[src/rtl/ad9833_pkg.sv]
// Shared constants for the multi-chip AD9833 Avalon slave: register map,
// STATUS bit positions, TXDATA channel field and serializer states.
package ad9833_pkg;

    localparam logic [1:0] ADDR_TXDATA = 2'd0;
    localparam logic [1:0] ADDR_STATUS = 2'd1;

    localparam int ST_BUSY      = 0;
    localparam int ST_EMPTY     = 1;
    localparam int ST_FULL      = 2;
    localparam int ST_OVF       = 3;
    localparam int ST_BAD_CH    = 4;
    localparam int ST_IRQ       = 5;
    localparam int ST_COUNT_LSB = 8;
    localparam int ST_LAST_LSB  = 16;

    localparam int CH_LSB = 16;
    localparam int CH_W   = 3;

    typedef enum logic [1:0] {
        IDLE  = 2'd0,
        SETUP = 2'd1,
        SHIFT = 2'd2,
        HOLD  = 2'd3
    } fsm_state_e;

endpackage

[src/rtl/ad9833_multi_avalon_if.sv]
// Avalon-MM slave bus bundle for the AD9833 controller (no waitrequest,
// registered readdata).
interface ad9833_multi_avalon_if;
    logic [1:0]  address;
    logic        chipselect;
    logic        write;
    logic        read;
    logic [3:0]  byteenable;
    logic [31:0] writedata;
    logic [31:0] readdata;

    modport master (output address, chipselect, write, read, byteenable, writedata,
                    input readdata);
    modport slave  (input address, chipselect, write, read, byteenable, writedata,
                    output readdata);
endinterface

[src/rtl/ad9833_shifter.sv]
// Frame serializer: pops one {channel, word} entry and shifts it MSB first on
// the shared SCLK/SDATA bus under that channel's FSYNC.
//
// state | meaning
// IDLE  | bus idle, pops an entry when one is available
// SETUP | fsync low, sclk high, sdata = MSB, for CLK_DIV cycles
// SHIFT | per bit: sclk low CLK_DIV cycles, then high CLK_DIV cycles
// HOLD  | fsync released, sdata = 0, for CLK_DIV cycles
module ad9833_shifter import ad9833_pkg::*; #(
    parameter int NUM_CH  = 4,
    parameter int WORD_W  = 16,
    parameter int CLK_DIV = 4
) (
    input  logic              clock,
    input  logic              resetn,
    input  logic              pop_valid,
    output logic              pop_ready,
    input  logic [WORD_W-1:0] pop_word,
    input  logic [CH_W-1:0]   pop_ch,
    output logic              busy,
    output logic              sclk,
    output logic              sdata,
    output logic [NUM_CH-1:0] fsync_n,
    output logic [WORD_W-1:0] last_word
);

    localparam logic [1:0] S_IDLE  = IDLE;
    localparam logic [1:0] S_SETUP = SETUP;
    localparam logic [1:0] S_SHIFT = SHIFT;
    localparam logic [1:0] S_HOLD  = HOLD;

    localparam int BIT_W = $clog2(WORD_W + 1);
    localparam int DIV_W = $clog2(CLK_DIV + 1);
    localparam logic [DIV_W-1:0] DIV_LOAD = DIV_W'(CLK_DIV - 1);
    localparam logic [BIT_W-1:0] BIT_LOAD = BIT_W'(WORD_W - 1);

    logic [1:0]        state;
    logic [DIV_W-1:0]  div_cnt;
    logic [BIT_W-1:0]  bit_cnt;
    logic [WORD_W-1:0] shreg;
    logic [WORD_W-1:0] word_q;

    assign pop_ready = (state == S_IDLE);
    assign busy      = (state != S_IDLE);

    always_ff @(posedge clock or negedge resetn) begin
        if (!resetn) begin
            state     <= S_IDLE;
            div_cnt   <= '0;
            bit_cnt   <= '0;
            shreg     <= '0;
            word_q    <= '0;
            sclk      <= 1'b1;
            sdata     <= 1'b0;
            fsync_n   <= '1;
            last_word <= '0;
        end else begin
            case (state)
                S_IDLE: if (pop_valid) begin
                    state   <= S_SETUP;
                    div_cnt <= DIV_LOAD;
                    shreg   <= pop_word;
                    word_q  <= pop_word;
                    fsync_n <= ~(NUM_CH'(1) << pop_ch);
                    sclk    <= 1'b1;
                    sdata   <= pop_word[WORD_W-1];
                end
                S_SETUP: if (div_cnt == '0) begin
                    state   <= S_SHIFT;
                    sclk    <= 1'b0;
                    div_cnt <= DIV_LOAD;
                    bit_cnt <= BIT_LOAD;
                end else begin
                    div_cnt <= div_cnt - DIV_W'(1);
                end
                S_SHIFT: if (div_cnt != '0) begin
                    div_cnt <= div_cnt - DIV_W'(1);
                end else if (!sclk) begin
                    // chip has sampled on the falling edge; present the next bit with the rise
                    sclk    <= 1'b1;
                    div_cnt <= DIV_LOAD;
                    sdata   <= shreg[WORD_W-2];
                    shreg   <= {shreg[WORD_W-2:0], 1'b0};
                end else if (bit_cnt == '0) begin
                    state     <= S_HOLD;
                    div_cnt   <= DIV_LOAD;
                    fsync_n   <= '1;
                    sdata     <= 1'b0;
                    last_word <= word_q;
                end else begin
                    sclk    <= 1'b0;
                    div_cnt <= DIV_LOAD;
                    bit_cnt <= bit_cnt - BIT_W'(1);
                end
                S_HOLD: if (div_cnt == '0) begin
                    state <= S_IDLE;
                end else begin
                    div_cnt <= div_cnt - DIV_W'(1);
                end
                default: state <= S_IDLE;
            endcase
        end
    end

endmodule

[src/rtl/ad9833_multi_avalon.sv]
// Avalon-MM front end for NUM_CH AD9833 chips: TXDATA writes queue frames in a
// FIFO drained by ad9833_shifter. Optional irq output via AD9833_IRQ_EN.
module ad9833_multi_avalon import ad9833_pkg::*; #(
    parameter int NUM_CH     = 4,
    parameter int WORD_W     = 16,
    parameter int CLK_DIV    = 4,
    parameter int FIFO_DEPTH = 8
) (
    input  logic                        clock,
    input  logic                        resetn,
    ad9833_multi_avalon_if.slave        avs,
    output logic                        sclk,
    output logic                        sdata,
    output logic [NUM_CH-1:0]           fsync_n
`ifdef AD9833_IRQ_EN
    , output logic                      irq
`endif
);

    localparam int AW    = $clog2(FIFO_DEPTH);
    localparam int CNT_W = AW + 1;
    localparam int ENT_W = WORD_W + CH_W;

    logic [ENT_W-1:0]  mem [FIFO_DEPTH];
    logic [AW-1:0]     wr_ptr, rd_ptr;
    logic [CNT_W-1:0]  count;
    logic [ENT_W-1:0]  head;
    logic [CH_W-1:0]   wr_ch;
    logic              tx_wr, st_wr, rd_req, ch_ok;
    logic              fifo_empty, fifo_full, push, pop, pop_ready, busy;
    logic              ovf, bad_ch, irq_pend;
    logic [WORD_W-1:0] last_word;
    logic [31:0]       status;

    assign wr_ch  = avs.writedata[CH_LSB +: CH_W];
    assign ch_ok  = int'(wr_ch) < NUM_CH;
    assign tx_wr  = avs.chipselect && avs.write && (avs.address == ADDR_TXDATA)
                    && (avs.byteenable[1:0] == 2'b11);
    assign st_wr  = avs.chipselect && avs.write && (avs.address == ADDR_STATUS);
    assign rd_req = avs.chipselect && avs.read;

    assign fifo_empty = (count == '0);
    assign fifo_full  = (count == CNT_W'(FIFO_DEPTH));
    assign pop        = !fifo_empty && pop_ready;
    // a pop in the same cycle frees the slot, so a full FIFO still accepts
    assign push       = tx_wr && ch_ok && (!fifo_full || pop);
    assign head       = mem[rd_ptr];

    always_ff @(posedge clock) begin
        if (push) mem[wr_ptr] <= {wr_ch, avs.writedata[WORD_W-1:0]};
    end

    always_ff @(posedge clock or negedge resetn) begin
        if (!resetn) begin
            wr_ptr <= '0;
            rd_ptr <= '0;
            count  <= '0;
            ovf    <= 1'b0;
            bad_ch <= 1'b0;
        end else begin
            if (push) wr_ptr <= wr_ptr + AW'(1);
            if (pop)  rd_ptr <= rd_ptr + AW'(1);
            case ({push, pop})
                2'b10:   count <= count + CNT_W'(1);
                2'b01:   count <= count - CNT_W'(1);
                default: count <= count;
            endcase
            if (tx_wr && ch_ok && fifo_full && !pop) ovf <= 1'b1;
            else if (st_wr && avs.writedata[ST_OVF]) ovf <= 1'b0;
            if (tx_wr && !ch_ok) bad_ch <= 1'b1;
            else if (st_wr && avs.writedata[ST_BAD_CH]) bad_ch <= 1'b0;
        end
    end

`ifdef AD9833_IRQ_EN
    logic busy_q;

    always_ff @(posedge clock or negedge resetn) begin
        if (!resetn) begin
            busy_q   <= 1'b0;
            irq_pend <= 1'b0;
        end else begin
            busy_q <= busy;
            if (busy_q && !busy && fifo_empty) irq_pend <= 1'b1;
            else if (st_wr && avs.writedata[ST_IRQ]) irq_pend <= 1'b0;
        end
    end

    assign irq = irq_pend;
`else
    assign irq_pend = 1'b0;
`endif

    always_comb begin
        status                           = '0;
        status[ST_BUSY]                  = busy;
        status[ST_EMPTY]                 = fifo_empty;
        status[ST_FULL]                  = fifo_full;
        status[ST_OVF]                   = ovf;
        status[ST_BAD_CH]                = bad_ch;
        status[ST_IRQ]                   = irq_pend;
        status[ST_COUNT_LSB +: 8]        = 8'(count);
        status[ST_LAST_LSB +: WORD_W]    = last_word;
    end

    always_ff @(posedge clock or negedge resetn) begin
        if (!resetn)                                     avs.readdata <= '0;
        else if (rd_req && avs.address == ADDR_STATUS)   avs.readdata <= status;
        else                                             avs.readdata <= '0;
    end

    ad9833_shifter #(
        .NUM_CH  (NUM_CH),
        .WORD_W  (WORD_W),
        .CLK_DIV (CLK_DIV)
    ) u_shifter (
        .clock     (clock),
        .resetn    (resetn),
        .pop_valid (!fifo_empty),
        .pop_ready (pop_ready),
        .pop_word  (head[WORD_W-1:0]),
        .pop_ch    (head[ENT_W-1 -: CH_W]),
        .busy      (busy),
        .sclk      (sclk),
        .sdata     (sdata),
        .fsync_n   (fsync_n),
        .last_word (last_word)
    );

endmodule

[src/flat_wrapper.sv]
// flat-port wrapper written by rule: the top's interface ports become plain ports
module ad9833_multi_avalon_flat import ad9833_pkg::*;
#(
    parameter int NUM_CH     = 4,
    parameter int WORD_W     = 16,
    parameter int CLK_DIV    = 4,
    parameter int FIFO_DEPTH = 8
)
  (clock, resetn, sclk, sdata, fsync_n, avs_address, avs_chipselect, avs_write, avs_read, avs_byteenable, avs_writedata, avs_readdata);
  ad9833_multi_avalon_if avs_i ();
  input  logic clock;
  input  logic resetn;
  output logic sclk;
  output logic sdata;
  output logic [NUM_CH-1:0] fsync_n;
  input wire logic [$bits(avs_i.address)-1:0] avs_address;
  input wire logic [$bits(avs_i.chipselect)-1:0] avs_chipselect;
  input wire logic [$bits(avs_i.write)-1:0] avs_write;
  input wire logic [$bits(avs_i.read)-1:0] avs_read;
  input wire logic [$bits(avs_i.byteenable)-1:0] avs_byteenable;
  input wire logic [$bits(avs_i.writedata)-1:0] avs_writedata;
  output wire logic [$bits(avs_i.readdata)-1:0] avs_readdata;
  assign avs_i.address = avs_address;
  assign avs_i.chipselect = avs_chipselect;
  assign avs_i.write = avs_write;
  assign avs_i.read = avs_read;
  assign avs_i.byteenable = avs_byteenable;
  assign avs_i.writedata = avs_writedata;
  assign avs_readdata = avs_i.readdata;
  ad9833_multi_avalon #(.NUM_CH(NUM_CH), .WORD_W(WORD_W), .CLK_DIV(CLK_DIV), .FIFO_DEPTH(FIFO_DEPTH)) u_core (.clock(clock), .resetn(resetn), .avs(avs_i), .sclk(sclk), .sdata(sdata), .fsync_n(fsync_n));
endmodule
[config.mk]
export PLATFORM = sky130hd
export DESIGN_NAME = ad9833_multi_avalon_flat
export DESIGN_NICKNAME = d
export VERILOG_FILES = /design/src/rtl/ad9833_pkg.sv /design/src/rtl/ad9833_multi_avalon_if.sv /design/src/rtl/ad9833_shifter.sv /design/src/rtl/ad9833_multi_avalon.sv /design/src/flat_wrapper.sv
export SDC_FILE = /design/constraint.sdc
export NUM_CORES = 1
export LEC_CHECK = 0
export CAP_MARGIN = 25
export CORE_UTILIZATION = 40
export CTS_CLUSTER_DIAMETER = 150
export DETAILED_ROUTE_END_ITERATION = 7
export GPL_TIMING_DRIVEN = 0
export PLACE_DENSITY = 0.63
export SKIP_CTS_REPAIR_TIMING = 1
export SLEW_MARGIN = 15
export SYNTH_ARGS = -nofsm -noshare
export SYNTH_HDL_FRONTEND = slang
export SYNTH_SLANG_ARGS = --single-unit
export TNS_END_PERCENT = 10
[constraint.sdc]
create_clock -name clock -period 3.8 [get_ports clock]
set_clock_uncertainty 0.15 [all_clocks]
set_input_delay 0.57 -clock clock [delete_from_list [all_inputs] [get_ports clock]]
set_output_delay 0.57 -clock clock [all_outputs]
set_load 0.03 [all_outputs]
==> flow_summary_export.csv <==
group,metric,value,unit
setup_path,crit_type,"input pin to register",
sta,maxSlewHeadroom,43.4,%
sta,period_needed,3200,ps
synth,ys_top_cells_by_area,"edfxtp_1 (44%), dfrtp_1 (23%), mux2_2 (4.4%)",
sta,fin_hold_ws,329,ps
floorplanning,ioPinCount,81,
clocking,tritoncts,"done",
floorplanning,die_h,163,microns
finish,antenna_cells,0,
place,gp_congestion,0.777,
floorplanning,rows,58,
clocking,clock_latency,530,ps
status,run_status,"complete, no violations",
min_path,hp-start,"u_core.u_shifter.word_q[2]",
routing,via_per_inst,5.10,
place,port_buffers,58,
power,leakagePower,4.82,nW
power,finalPower,0.00908,W
setup_path,reg2reg_from,"u_core.u_shifter.state[0]",
setup_path,crit_slowest_cell,"nor4_2",
routing,routedWlPerCell,18.6,microns
synth,syn_area_per_cell,15.0,sq um
synth,yosysTopAreaCellShare,44.1,%
place,dp_hpwl,14500,microns
sta,hold_viol,0,
setup_path,crit_fanout,10,
power,irDropWorstVdd,0.000422,V
setup_path,cp_cell_sequence,"clkdlybuf4s50_1 -> nor4_2 -> nand2_1 -> nor4_2 -> buf_2 -> buf_2",
sta,max_freq,313,MHz
routing,first_iter_violations,312,
setup_path,end_kind,"register",
sta,worstMarginPinSlew,843,ps
floorplanning,die_area,26500,sq um
finish,area_growth,20.1,%
global_route,grt_use_met1,23.0,%
global_route,gr-usage-met3,2.70,%
synth,synthDistinctLibCells,63,
global_route,grt_max_degree,69,
job,drv_cap,0,
clocking,ctsLongestPathBuffers,3,
setup_path,start_kind,"input pin",
finish,finish.utilization,49.2,%
finish,layout-drive-gt1-share,17.9,%
sta,rsz0062_at_grt,"false",
routing,ant_nets,0,
finish,nets,852,
global_route,grt_pass1_vias,5947,
sta,setup_viol,0,
global_route,grt-busiest-layer,"met2",
global_route,grt_usage,16.7,%
clocking,numCtsBuffers,27,
floorplanning,start_util,41.0,%
routing,vias,5835,
synth,syn_inst,689,
power,power_density,731,nW/um^2
setup_path,slowest_delay,720,ps
routing,post-route-drc-count,0,
global_route,met2_usage,27.5,%
global_route,grt.overflow.total,0,
synth,synth-main-ff-cell,"edfxtp_1",
synth,yosysWarnings,0,
sta,finalCritPeriodShare,84.2,%
synth,ys_seq_area_share,68.4,%
setup_path,crit_arrival,3280,ps
synth,async_flop_share,39.7,%
synth,synth-seq-cells,252,
floorplanning,core-area,25300,sq um
synth,synth_edf_count,152,
setup_path,required,3880,ps
sta,slew_violations,0,
clocking,clkTransAtPathRegs,60,ps
setup_path,timing.critical_path.from,"avs_writedata[18]",
global_route,antenna_found_initial,0,
routing,dr.pass1.iters,4,
sta,fin_tns_setup,0,ps
synth,synth_area_leader_cell,"edfxtp_1",
global_route,grt_pass1_wl,33700,microns
routing,drt_wl_total,21300,microns
min_path,hold_path.class,"register to register",
clocking,cts.sinks,252,
synth,synth_area,10300,sq um
clocking,clock_tree.root_cell,"clkbuf_16",
clocking,h-tree-depth,1,
floorplanning,die_width,163,microns
[cell usage in the layout, fill, tap and decap left out, drive strengths merged, types with 3 or more instances in the layout]
cell type / count
edfxtp: 152
dfrtp: 95
clkdlybuf4s50: 57
mux2: 53
clkbuf: 43
buf: 42
mux2i: 40
a21oi: 40
nand2: 32
and2: 25
nor2b: 20
o22ai: 16
a22o: 16
o31ai: 15
nor2: 15
or3: 14
ha: 14
inv: 13
nor3: 10
o21ai: 8
conb: 7
clkinv: 7
xor2: 5
nand2b: 5
xnor2: 5
o32a: 5
dfstp: 5
mux4: 4
bufinv: 4
nor4: 4
nand4: 4
clkinvlp: 4
and3: 3
nand3: 3
[state kept, by name, indices dropped and copies added (netlist names)]
register                    cells
u_core.bad_ch                   1
u_core.u_shifter.sclk           1
u_core.ovf                      1
u_core.u_shifter.last_word     16
u_core.u_shifter.fsync_n        4
u_core.u_shifter.state          2
u_core.count                    4
u_core.wr_ptr                   3
u_core.avs.readdata            25
u_core.u_shifter.sdata          1
u_core.rd_ptr                   3
u_core.u_shifter.shreg         15
u_core.u_shifter.div_cnt        3
u_core.u_shifter.bit_cnt        5
u_core.u_shifter.word_q        16
u_core.mem                    152
[final timing paths]
path	end	slack [ps]	depth (start not counted)
setup reg to reg	u_core.mem[0][11]	660	7
setup / recovery	u_core.mem[0][11]	600	6
hold / removal	u_core.u_shifter.word_q[2]	330	2
max in group asynchronous	u_core.u_shifter.fsync_n[2]	2490	3
min in group asynchronous	u_core.avs.readdata[18]	340	2
hold reg to reg	u_core.u_shifter.word_q[2]	330	2
[per-stage QoR]
step / instances / setup slack, ps / cell area [sq um]
floorplan: 695 / 133 / 10400
global placement: 1083 / -2310 / 11400
detailed placement: 1095 / 76.2 / 11500
CTS: 1143 / 625 / 12400
global route: 1144 / 441 / 12400
finish: 1144 / 601 / 12400
[cell families (layout without fill, tap and decap cells)]
family,after synthesis,in the layout,synth area share (%)
buffers and inverters,52,171,2.64
and+or+nand+nor,146,146,8.15
xor gates and xnor gates,10,10,0.847
DFF,252,252,68.4
muxes,97,97,10.5
adders and majority gates,14,14,1.69
other,1,7,0.0363
AOI/OAI and AO/OA,117,117,7.74
[routing by layer]
layer,routed length (microns),vias to the layer above
met5,0,-
met4,315,0
met3,864,27
met2,10200,100
met1,9940,2908
li1,-,2800
[critical path: cells and delay by family]
kind	cells	cell delay, ps
buffers and inverters	3	1170
AND/OR/NAND/NOR	3	1530
[cell usage after synthesis (all sizes together), types with 3 or more instances]
| master | instances |
|---|---|
| buf | 29 |
| o31ai | 15 |
| and3 | 3 |
| and2 | 25 |
| nor2b | 20 |
| nor4 | 4 |
| a21oi | 40 |
| dfstp | 5 |
| a22o | 16 |
| mux2 | 53 |
| mux2i | 40 |
| edfxtp | 152 |
| or3 | 14 |
| nor3 | 10 |
| o21ai | 8 |
| ha | 14 |
| clkbuf | 12 |
| mux4 | 4 |
| inv | 11 |
| xor2 | 5 |
| nand2 | 32 |
| nand2b | 5 |
| nand4 | 4 |
| o32a | 5 |
| xnor2 | 5 |
| nor2 | 15 |
| dfrtp | 95 |
| nand3 | 3 |
| o22ai | 16 |
[cell type report]
type / instances / area, sq um
clock buffer: 31 / 691
fill: 2185 / 12800
timing repair buffer: 71 / 709
clock inverter: 17 / 190
multi-input combinational: 391 / 3070
tap: 330 / 413
sequential: 252 / 7070
inverter: 11 / 41.3
buffer: 41 / 231
[power by group]
part | total [W] | switching [W] | leakage [nW] | internal [W]
combinational | 0.00295 | 0.00168 | 1.77 | 0.00126
sequential | 0.00353 | 0.000241 | 2.63 | 0.00328
clock | 0.00261 | 0.00104 | 0.417 | 0.00157
total | 0.00908 | 0.00297 | 4.82 | 0.00612
Note: power is estimated with default switching activity, not from simulation.
